--- src/rtl/mt9v032_regcfg_if.sv ---
// rtl/mt9v032_regcfg_if.sv - two-wire write command/response bus
//
// Purpose: carries register write commands from the sequencer to the
//          two-wire master and the per-transaction response back.
// Signals:
//   cmd_valid / cmd_ready : command handshake (sequencer -> master)
//   cmd_dev               : 7-bit device address
//   cmd_reg               : 8-bit register address
//   cmd_data              : 16-bit register value
//   rsp_valid             : one-cycle pulse, transaction finished
//   rsp_nack              : qualified by rsp_valid, 1 = NACK
// Modports:
//   master : the sequencer side (drives commands)
//   slave  : the two-wire master side (accepts commands, returns responses)
interface mt9v032_regcfg_if;
  logic        cmd_valid;
  logic        cmd_ready;
  logic [6:0]  cmd_dev;
  logic [7:0]  cmd_reg;
  logic [15:0] cmd_data;
  logic        rsp_valid;
  logic        rsp_nack;

  modport master (
    output cmd_valid, cmd_dev, cmd_reg, cmd_data,
    input  cmd_ready, rsp_valid, rsp_nack
  );

  modport slave (
    input  cmd_valid, cmd_dev, cmd_reg, cmd_data,
    output cmd_ready, rsp_valid, rsp_nack
  );
endinterface

--- src/rtl/mt9v032_regcfg.sv ---
// rtl/mt9v032_regcfg.sv - MT9V032 register table sequencer
//
// Purpose: after a power-up delay, walks a register table held in a
//          synchronous ROM and writes each entry to the sensor through a
//          two-wire master, retrying NACKed writes a bounded number of times.
// Ports:
//   clk, rst  : clock, synchronous active-high reset
//   start     : single-cycle request to run the table (honoured only when idle)
//   tbl_addr  : ROM index; tbl_data ({reg, value}) is valid one cycle later
//   bus       : command/response bus, master modport
//   busy      : sequence in progress
//   done      : table completed without error (sticky until next start)
//   error     : retries exhausted (sticky until next start)
//   err_idx   : index of the entry that failed
module mt9v032_regcfg #(
  parameter int         DEPTH      = 16,
  parameter int         RETRIES    = 3,
  parameter logic [6:0] DEV_ADDR   = 7'h48,
  parameter int         PWR_CYCLES = 1000
) (
  input  logic                   clk,
  input  logic                   rst,
  input  logic                   start,
  output logic [7:0]             tbl_addr,
  input  logic [23:0]            tbl_data,
  mt9v032_regcfg_if.master       bus,
  output logic                   busy,
  output logic                   done,
  output logic                   error,
  output logic [7:0]             err_idx
);

  localparam logic [7:0]  LAST_IDX  = 8'(DEPTH - 1);
  localparam logic [3:0]  RETRY_MAX = 4'(RETRIES);
  localparam logic [15:0] PWR_LAST  = 16'(PWR_CYCLES - 1);

  typedef enum logic [3:0] {
    S_IDLE, S_PWR, S_FETCH, S_LATCH, S_ISSUE, S_WAIT, S_NEXT, S_FIN, S_FAIL
  } state_t;

  state_t      state_q, state_d;
  logic [15:0] pwr_cnt_q, pwr_cnt_d;
  logic [3:0]  retry_q, retry_d;
  logic [7:0]  idx_q, idx_d;
  logic [7:0]  cmd_reg_q, cmd_reg_d;
  logic [15:0] cmd_data_q, cmd_data_d;
  logic        cmd_valid_q, cmd_valid_d;
  logic        busy_q, busy_d;
  logic        done_q, done_d;
  logic        error_q, error_d;
  logic [7:0]  err_idx_q, err_idx_d;

  always_comb begin
    state_d    = state_q;
    pwr_cnt_d  = pwr_cnt_q;
    retry_d    = retry_q;
    idx_d      = idx_q;
    cmd_reg_d  = cmd_reg_q;
    cmd_data_d = cmd_data_q;
    done_d     = done_q;
    error_d    = error_q;
    err_idx_d  = err_idx_q;

    case (state_q)
      S_IDLE: begin
        if (start) begin
          done_d    = 1'b0;
          error_d   = 1'b0;
          err_idx_d = 8'd0;
          idx_d     = 8'd0;
          pwr_cnt_d = 16'd0;
          state_d   = S_PWR;
        end
      end
      S_PWR: begin
        if (pwr_cnt_q == PWR_LAST) state_d = S_FETCH;
        else                       pwr_cnt_d = pwr_cnt_q + 16'd1;
      end
      // tbl_addr already equals the index here; the ROM answers next cycle.
      S_FETCH: state_d = S_LATCH;
      S_LATCH: begin
        cmd_reg_d  = tbl_data[23:16];
        cmd_data_d = tbl_data[15:0];
        retry_d    = 4'd0;
        state_d    = S_ISSUE;
      end
      S_ISSUE: begin
        if (bus.cmd_ready) state_d = S_WAIT;
      end
      S_WAIT: begin
        if (bus.rsp_valid) begin
          if (!bus.rsp_nack) begin
            state_d = S_NEXT;
          end else if (retry_q < RETRY_MAX) begin
            retry_d = retry_q + 4'd1;
            state_d = S_ISSUE;
          end else begin
            err_idx_d = idx_q;
            state_d   = S_FAIL;
          end
        end
      end
      S_NEXT: begin
        if (idx_q == LAST_IDX) begin
          state_d = S_FIN;
        end else begin
          idx_d   = idx_q + 8'd1;
          state_d = S_FETCH;
        end
      end
      S_FIN: begin
        done_d  = 1'b1;
        state_d = S_IDLE;
      end
      S_FAIL: begin
        error_d = 1'b1;
        state_d = S_IDLE;
      end
      default: state_d = S_IDLE;
    endcase

    // Derived from the next state so the registered flags track state_q exactly.
    busy_d      = (state_d != S_IDLE);
    cmd_valid_d = (state_d == S_ISSUE);
  end

  always_ff @(posedge clk) begin
    if (rst) begin
      state_q     <= S_IDLE;
      pwr_cnt_q   <= 16'd0;
      retry_q     <= 4'd0;
      idx_q       <= 8'd0;
      cmd_reg_q   <= 8'd0;
      cmd_data_q  <= 16'd0;
      cmd_valid_q <= 1'b0;
      busy_q      <= 1'b0;
      done_q      <= 1'b0;
      error_q     <= 1'b0;
      err_idx_q   <= 8'd0;
    end else begin
      state_q     <= state_d;
      pwr_cnt_q   <= pwr_cnt_d;
      retry_q     <= retry_d;
      idx_q       <= idx_d;
      cmd_reg_q   <= cmd_reg_d;
      cmd_data_q  <= cmd_data_d;
      cmd_valid_q <= cmd_valid_d;
      busy_q      <= busy_d;
      done_q      <= done_d;
      error_q     <= error_d;
      err_idx_q   <= err_idx_d;
    end
  end

  assign tbl_addr      = idx_q;
  assign bus.cmd_valid = cmd_valid_q;
  assign bus.cmd_dev   = DEV_ADDR;
  assign bus.cmd_reg   = cmd_reg_q;
  assign bus.cmd_data  = cmd_data_q;
  assign busy          = busy_q;
  assign done          = done_q;
  assign error         = error_q;
  assign err_idx       = err_idx_q;

endmodule

--- src/flat_wrapper.sv ---
// flat-port wrapper written by rule: the top's interface ports become plain ports
module mt9v032_regcfg_flat 
#(
  parameter int         DEPTH      = 16,
  parameter int         RETRIES    = 3,
  parameter logic [6:0] DEV_ADDR   = 7'h48,
  parameter int         PWR_CYCLES = 1000
)
  (clk, rst, start, tbl_addr, tbl_data, busy, done, error, err_idx, bus_cmd_valid, bus_cmd_dev, bus_cmd_reg, bus_cmd_data, bus_cmd_ready, bus_rsp_valid, bus_rsp_nack);
  mt9v032_regcfg_if bus_i ();
  input  logic clk;
  input  logic rst;
  input  logic start;
  output logic [7:0] tbl_addr;
  input  logic [23:0] tbl_data;
  output logic busy;
  output logic done;
  output logic error;
  output logic [7:0] err_idx;
  output wire logic [$bits(bus_i.cmd_valid)-1:0] bus_cmd_valid;
  output wire logic [$bits(bus_i.cmd_dev)-1:0] bus_cmd_dev;
  output wire logic [$bits(bus_i.cmd_reg)-1:0] bus_cmd_reg;
  output wire logic [$bits(bus_i.cmd_data)-1:0] bus_cmd_data;
  input wire logic [$bits(bus_i.cmd_ready)-1:0] bus_cmd_ready;
  input wire logic [$bits(bus_i.rsp_valid)-1:0] bus_rsp_valid;
  input wire logic [$bits(bus_i.rsp_nack)-1:0] bus_rsp_nack;
  assign bus_cmd_valid = bus_i.cmd_valid;
  assign bus_cmd_dev = bus_i.cmd_dev;
  assign bus_cmd_reg = bus_i.cmd_reg;
  assign bus_cmd_data = bus_i.cmd_data;
  assign bus_i.cmd_ready = bus_cmd_ready;
  assign bus_i.rsp_valid = bus_rsp_valid;
  assign bus_i.rsp_nack = bus_rsp_nack;
  mt9v032_regcfg #(.DEPTH(DEPTH), .RETRIES(RETRIES), .DEV_ADDR(DEV_ADDR), .PWR_CYCLES(PWR_CYCLES)) u_core (.clk(clk), .rst(rst), .start(start), .tbl_addr(tbl_addr), .tbl_data(tbl_data), .bus(bus_i), .busy(busy), .done(done), .error(error), .err_idx(err_idx));
endmodule
--- config.mk ---
export PLATFORM = sky130hd
export DESIGN_NAME = mt9v032_regcfg_flat
export DESIGN_NICKNAME = d
export VERILOG_FILES = /design/src/rtl/mt9v032_regcfg_if.sv /design/src/rtl/mt9v032_regcfg.sv /design/src/flat_wrapper.sv
export SDC_FILE = /design/constraint.sdc
export NUM_CORES = 1
export LEC_CHECK = 0
export BUFFER_PORTS_ARGS = -buffer_cell sky130_fd_sc_hd__buf_2
export CORE_ASPECT_RATIO = 0.9
export CORE_MARGIN = 10
export CORE_UTILIZATION = 35
export CTS_BUF_LIST = sky130_fd_sc_hd__clkbuf_8 sky130_fd_sc_hd__clkbuf_16
export DETAILED_ROUTE_END_ITERATION = 8
export PLACE_DENSITY = 0.57
export SYNTH_ARGS = -nofsm -noshare
export SYNTH_HDL_FRONTEND = slang
export SYNTH_SLANG_ARGS = --single-unit
--- constraint.sdc ---
create_clock -name clk -period 4.85 [get_ports clk]
set_input_delay 0.7275 -clock clk [delete_from_list [all_inputs] [get_ports clk]]
set_output_delay 0.7275 -clock clk [all_outputs]
set_load 0.05 [all_outputs]
### Word level (Yosys, flattened, before mapping)

Cells that the tools add are included.
Widths: inputs -> output; s select.

* flip-flop bits (word level): 68
* input bits: 30
* output and inout port bits: 51
* logic and storage cells: 72

* add/sub/neg operators: 3
* order comparisons: 1
* equality and inequality tests: 18
* multiplexer cells: 25
* reductions and logical operators: 14

Operators with widths (count)
* $mux 8: 5
* $mux 4: 9
* $mux 16: 2
* $pmux 16 s2: 1
* $pmux 8 s2: 2
* $pmux 4 s7: 1
* $eq 4x3->1 const B: 5
* $add 16x1->16 const B: 1
* $eq 16x10->1 const B: 1
* $ne 2x2->1 const B: 6
* $reduce_bool 2->1: 6
* $add 8x1->8 const B: 1
* $eq 4x2->1 const B: 2
* $eq 8x4->1 const B: 1
* $pmux 4 s2: 1
* $reduce_and 3->1: 2
* $reduce_and 5->1: 1
* $add 4x1->4 const B: 1
* $eq 4x1->1 const B: 1
* $eq 4x4->1 const B: 1
* $logic_not 4->1: 1
* $lt 4x2->1 const B: 1
* $pmux 1 s2: 2
* $reduce_and 2->1: 2
* 5 further kinds: 5

### Longest topological paths before layout

Gate-level depths: netlist (run 1).

* depth in word-level cells: 6
* gate-level depth with buffers: 6
* gate-level depth less buffers: 5

### Worst setup path before layout (run 1)

No wires, ideal clock.

* kind: reg2reg
* from: register u_core.state_q[1]
* to: register u_core.pwr_cnt_q[15]
* setup time: 0.071 ns
* data arrival time: 2.004 ns
* required time: 4.779 ns
* setup slack: 2.775 ns
* cell stages (with the launch flop): 7
* buffers on the path: 2
* clock period less this slack: 2.075 ns
* cells stage by stage: dfxtp_1 or3_1 clkbuf_2 or4_1 buf_2 or4_1 a21oi_1

* word-level cells in the longest chain between the ends: 3
* elaborated cells between the ends (all ways): 7
* classes of those cells: eq/ne: 3; mux: 1; reduce/logical: 3

RTL lines
* from (decl): line mt9v032_regcfg.sv:41 `state_t state_q, state_d;`
* from (signal assigned): line mt9v032_regcfg.sv:141 `state_q <= state_d;`
* $eq 4x1->1 or $logic_not 4->1 (tied branches): line mt9v032_regcfg.sv:64 `case (state_q)`
* $ne 2x2->1 (no line) or $reduce_bool 2->1 (tied branches)
* $reduce_and 3->1 (no line)
* to (signal assigned): line mt9v032_regcfg.sv:142 `pwr_cnt_q <= pwr_cnt_d;`
* to (decl): line mt9v032_regcfg.sv:42 `logic [15:0] pwr_cnt_q, pwr_cnt_d;`

Parallel ways exist; a longest one is shown, timed or not.
A chain may end at the register's enable or synchronous reset.

### Worst setup path in the final report (run 1)

* from: register u_core.state_q[2]
* to: register u_core.cmd_valid_q, in the netlist u_core.bus.cmd_valid

* word-level cells in the longest chain between the ends: 3
* elaborated cells between the ends (all ways): 13
* classes of those cells: eq/ne: 7; mux: 5; reduce/logical: 1

RTL lines
* $eq 4x3->1 (tied with other cells): line mt9v032_regcfg.sv:64
* $pmux 4 s7 *: line mt9v032_regcfg.sv:64
* $eq 4x3->1 *: line mt9v032_regcfg.sv:124 `cmd_valid_d = (state_d == S_ISSUE);`
* to (signal assigned): line mt9v032_regcfg.sv:147 `cmd_valid_q <= cmd_valid_d;`
* to (decl): line mt9v032_regcfg.sv:47 `logic cmd_valid_q, cmd_valid_d;`

Mark *: on every way between the ends. The rest lies on a longest branch, timed or not.

==> out/metrics.cfg, run 1 <==
[floorplanning]
io_pins = 81
num_rows = 32
coreArea_sq_um = 8490
die_h_um = 108
initial_core_util = 0.357
die_area_sq_um = 12800
die_x_um = 118

[setup_path]
crit_chain = or4bb_1 > nor3_1 > nor4_1 > nor3b_1
cp.arrival_ns = 2.68
path_max_fanout = 17
cp_slowest_stage_delay_ns = 0.75
cp-end-kind = register
crit_family = simple AND/OR/NAND/NOR gates
cp-start-kind = register
cp.required_ns = 5.04
critical_path_depth = 4
crit_buf_inv = 0
crit_slowest_cell = nor3_1
r2r_cells = 4
crit_type = register to register

[power_and_ir_drop]
p_comb_frac = 0.053
p_clk_frac = 0.454
ir_drop_mv = 0.174
p_switching_w = 0.000266
p_int_w = 0.000881
leakage_nw = 1.38
p_seq_frac = 0.493
switching_share = 0.232
cellPowerDensity_nw_per_um2 = 312

[clocking]
clk_pin_slew_ns = 0.07
cts_htree_levels = 3
clockRootBuffer = clkbuf_8
clk_latency_ns = 0.34
clock_sinks = 68
cts_resized = 0
cts_hold_buf = 0
post_cts_buffers = 0
cts_buffer_depth = 2
cts_buffers = 9
cts_tree = yes

[placed_design]
gp_congestion = 0.754
dp_hpwl_um = 5760
port_buffers = 73

[grt]
groute.layer.met1.usage = 0.161
grt_pass1_vias = 2634
grt_pass1_wl_um = 13000
grtUsageMet3 = 0.0526
grt_max_degree = 48
track_usage = 0.122
busiest_layer = met2
antenna_found_initial = 0
gr-usage-met2 = 0.181
grt-ovfl-total = 0

[drt]
routedWlPerCell_um = 14.1
drc = 0
ant_nets = 0
first_iter_violations = 162
drtPass1Iterations = 4
wl_um = 7920
dr_total_vias = 2815
viasPerCell = 5.00

[synthesis]
syn_area_sq_um = 3030
synth_cells = 377
seq_area_frac_synth = 0.449
synth_seq_cells = 68
avgSynthCellArea_sq_um = 8.03
ys_types = 43
yosys_warnings = 0

[sta]
setup_violations = 0
relSlewSlack = 0.291
setup_tns_ns = 0
rsz0062_at_grt = false
final_max_slew_viol_count = 0
min_period_ns = 2.49
period_share = 0.513
worstMarginPinSlew_ns = 1.06
fin_skew_ns = 0.0109
report.final.hold_viol_count = 0
fmax_mhz = 402

[run]
cap_violations = 0

[cells_and_area]
fin_util = 0.433
areaGrowthSynthToFinish_pct = 21.4
layout.cells.most_common = buf_2
antenna_cells = 0
drive_gt1_frac = 0.212
final_cell_mix = buf_2, nand2_1, dfxtp_1
fin_nets = 472

[outcome]
status = finished clean

[hold_path]
holdPathStages = 2
hold_path.class = register to register

[synthesized netlist by cell type]
cell,n,area (sq um)
and4b_1,1,10.0
a32oi_1,1,8.76
dfxtp_1,68,1360
nand2_1,72,270
or4bb_1,2,22.5
o31ai_1,8,60.1
a21boi_0,1,7.51
a311oi_1,1,8.76
o32ai_1,1,8.76
nor2b_1,1,6.26
o41ai_1,1,8.76
conb_1,2,7.51
nor2_1,11,41.3
clkbuf_2,1,5.00
inv_1,11,41.3
nand4b_1,2,17.5
ha_1,3,37.5
xor2_1,1,8.76
a31oi_1,1,6.26
mux2i_1,4,40.0
a211oi_1,4,30.0
nor3b_1,1,7.51
nor3_1,9,45.0
nand4_1,3,18.8
nand3b_1,3,22.5
and3_1,3,18.8
nand2b_1,10,62.6
nand3_1,20,100
nor4bb_1,3,30.0
a21oi_1,55,275
a22oi_1,1,7.51
or2_2,1,6.26
or4_1,10,75.1
buf_2,1,5.00
o21ai_0,10,50.1
buf_4,7,52.6
o311ai_0,1,8.76
or3b_2,2,17.5
clkbuf_1,19,71.3
o22ai_1,1,6.26
or3_1,8,50.1
xnor2_1,6,52.6
nor4_1,6,37.5
[power by group through the flow]
stage | logic [W] | registers, W | clock network, W
6_report | 0.0000612 | 0.000565 | 0.000521
5_1_grt | 0.0000664 | 0.000566 | 0.000562
4_1_cts | 0.0000609 | 0.000565 | 0.000539
3_5_place_dp | 0.0000608 | 0.000578 | 0
3_3_place_gp | 0.0000604 | 0.000578 | 0
2_1_floorplan | 0.0000451 | 0.000577 | 0
[path summary, 6_finish.rpt]
path	startpoint	to	slack [ns]
max reg2reg	u_core.state_q[2]	u_core.bus.cmd_valid	2.36
min reg2reg	u_core.retry_q[3]	u_core.retry_q[3]	0.45
max	u_core.state_q[2]	u_core.bus.cmd_valid	2.36
min	u_core.retry_q[3]	u_core.retry_q[3]	0.45
[per-layer routing]
metal  share of wire  up-vias
met1            0.49     1299
met3           0.062        2
met5               0        -
li1                -     1442
met2            0.45       72
met4          0.0040        0
[final cells by class]
cell class                 instances  area (sq um)
tap                              119           149
clock inverter                     6          87.6
clock buffer                      10           138
inverter                          11          41.3
timing repair buffer              74           373
multi-input combinational        275          1530
sequential                        68          1360
fill                             896          4810
[per-stage QoR]
| step | std cells | total power [W] | area (sq um) | worst slack, ns | hold slack [ns] |
|---|---|---|---|---|---|
| floorplan | 382 | 0.000622 | 3050 | 2.78 | 0.424 |
| global placement | 547 | 0.000638 | 3450 | 2.42 | 0.440 |
| detailed placement | 547 | 0.000639 | 3450 | 2.36 | 0.443 |
| CTS | 563 | 0.00116 | 3680 | 2.35 | 0.453 |
| global route | 563 | 0.00119 | 3680 | 2.10 | 0.475 |
| finish | 563 | 0.00115 | 3680 | 2.36 | 0.450 |
[logic make-up (layout without fill, tap and decap cells)]
family / Yosys count / count (layout) / share of synthesized area
buffers and inverters: 39 / 101 / 0.0578
other: 2 / 7 / 0.00248
adder cells (fa/ha/maj): 3 / 3 / 0.0124
multiplexers: 4 / 4 / 0.0132
AND/OR/NAND/NOR: 168 / 168 / 0.284
XOR/XNOR: 7 / 7 / 0.0202
flip-flops: 68 / 68 / 0.449
AO/OA/AOI/OAI: 86 / 86 / 0.161
[worst reg2reg max path: cells and delay by family (launching register included)]
| family | cells | cell delay [ns] |
|---|---|---|
| flip-flops | 1 | 0.66 |
| AND/OR/NAND/NOR | 4 | 1.68 |
No activity file was read; power rests on OpenSTA's default activity.
==> run 2: changes to the inputs <==
--- a/config.mk
+++ b/config.mk
@@ -11,7 +11,7 @@
 export CORE_UTILIZATION = 35
 export CTS_BUF_LIST = sky130_fd_sc_hd__clkbuf_8 sky130_fd_sc_hd__clkbuf_16
 export DETAILED_ROUTE_END_ITERATION = 8
-export PLACE_DENSITY = 0.57
+export PLACE_DENSITY = 0.59
 export SYNTH_ARGS = -nofsm -noshare
 export SYNTH_HDL_FRONTEND = slang
 export SYNTH_SLANG_ARGS = --single-unit
==> constraint.sdc (replaced) <==
create_clock -name clk -period 2.1 [get_ports clk]
set_input_delay 0.315 -clock clk [delete_from_list [all_inputs] [get_ports clk]]
set_output_delay 0.315 -clock clk [all_outputs]
set_load 0.05 [all_outputs]
==> out/metrics.cfg, run 2 (synthesis results as in run 1) <==
[setup_path]
cp.required_ns = 2.37
rr_startpoint = u_core.state_q[1]
r2r_end = u_core.pwr_cnt_q[11]
crit_buf_inv = 0
crit_chain = or3_1 > or4_4 > or4_1 > a21oi_1
crit_slowest_cell = or4_4
critical_path_depth = 4
reg2reg_slack_ns = 0.15
path_max_fanout = 10
cp_slowest_stage_delay_ns = 0.60
startpoint = u_core.state_q[1]
cp-start-kind = register
crit_family = simple AND/OR/NAND/NOR gates
r2r_cells = 4
cp-endpoint = u_core.pwr_cnt_q[11]
cp.arrival_ns = 2.22
crit_type = register to register
cp-end-kind = register

[drt]
dr_total_vias = 2857
drtPass1Iterations = 4
viasPerCell = 4.91
routedWlPerCell_um = 13.8
ant_nets = 0
wl_um = 8010
first_iter_violations = 141
drc = 0

[cells_and_area]
instances_no_fill = 582
fin_area_sq_um = 3800
antenna_cells = 0
fin_nets = 491
drive_gt1_frac = 0.248
fin_util = 0.448
final_cell_mix = buf_2, nand2_1, dfxtp_1
areaGrowthSynthToFinish_pct = 25.5
n_fill_cell = 859
layout.cells.most_common = buf_2

[power_and_ir_drop]
cellPowerDensity_nw_per_um2 = 669
p_comb_frac = 0.062
p_switching_w = 0.000649
p_clk_frac = 0.427
switching_share = 0.255
ir_drop_mv = 0.333
leakage_nw = 1.46
fin_total_pwr_w = 0.00255
p_int_w = 0.00190
p_seq_frac = 0.511

[grt]
grt-ovfl-total = 0
grt_max_degree = 41
antenna_found_initial = 0
grt_pass1_wl_um = 12900
grt_pass1_vias = 2563
track_usage = 0.121

[clocking]
cts_hold_buf = 0
clk_latency_ns = 0.35
cts_tree = yes
clock_sinks = 68
cts_buffers = 9
cts_buffer_depth = 2
cts_htree_levels = 3
clk_pin_slew_ns = 0.08
clockRootBuffer = clkbuf_8
post_cts_buffers = 0

[placed_design]
port_buffers = 73
placed_area_sq_um = 3590
placed_cells = 566
dp_hpwl_um = 5920
gp_congestion = 0.793

[sta]
min_period_ns = 1.95
relSlewSlack = 0.488
final_max_slew_viol_count = 0
report.final.hold_viol_count = 0
fin_skew_ns = 0.0104
rsz0062_at_grt = false
fmax_mhz = 512
worstMarginPinSlew_ns = 0.768
period_share = 0.930
setup_violations = 0
setup_tns_ns = 0

[floorplanning]
die_x_um = 118
initial_core_util = 0.357
die_area_sq_um = 12800
io_pins = 81
num_rows = 32
coreArea_sq_um = 8490
die_h_um = 108

[hold_path]
hold_path.class = input pin to register

[outcome]
status = finished clean

[run]
cap_violations = 0

## run 2: power groups by stage
stage	Combinational, W	Clock [W]	Sequential (W)
floorplan	0.000104	0	0.00133
global placement	0.000154	0	0.00133
detailed placement	0.000157	0	0.00133
CTS	0.000157	0.00113	0.00130
global route	0.000172	0.00118	0.00130
finish	0.000157	0.00109	0.00130
## run 2: repair_timing
| item | in CTS | in global routing |
|---|---|---|
| gates resized for setup | 0 | 2 |
| endpoints found under the hold margin | 0 | 0 |
| endpoints found under the setup margin | 0 | 8 |
## run 2: how the worst min path moves through the flow
stage                                 start  cells after the start  slack, ns                      to
after floorplan           u_core.retry_q[3]                      2       0.42       u_core.retry_q[3]
after global placement    u_core.retry_q[3]                      2       0.44       u_core.retry_q[3]
after detailed placement  u_core.retry_q[3]                      2       0.44       u_core.retry_q[3]
after CTS                       tbl_data[7]                      3       0.17  u_core.bus.cmd_data[7]
after global routing            tbl_data[7]                      3       0.17  u_core.bus.cmd_data[7]
final                           tbl_data[7]                      3       0.19  u_core.bus.cmd_data[7]
## run 2: worst register-to-register path: stages, from the launching register on
cell	delay (ns)
dfxtp_1	0.31
or3_1	0.38
or4_4	0.60
or4_1	0.42
a21oi_1	0.16
## run 2: routing by layer
metal / GRT usage / vias to the layer above / part of all wire
met3: 0.0500 / 8 / 0.061
met5: 0 / - / 0
met2: 0.178 / 59 / 0.45
li1: - / 1482 / -
met1: 0.158 / 1308 / 0.49
met4: 0.0344 / 0 / 0.0064
## run 2: layout make-up
type | instances | area [sq um] | area share
multi-input combinational | 275 | 1540 | 0.404
tap | 119 | 149 | 0.0392
timing repair buffer | 93 | 515 | 0.136
clock inverter | 7 | 75.1 | 0.0197
sequential | 68 | 1360 | 0.358
inverter | 11 | 41.3 | 0.0109
clock buffer | 9 | 124 | 0.0326
## run 2: metrics by stage
stage               setup slack [ns]  hold slack [ns]
finish                         0.147            0.192
global route                 0.00385            0.172
CTS                           0.0446            0.169
detailed placement            0.0660            0.437
global placement               0.101            0.435
floorplan                     0.0251            0.424
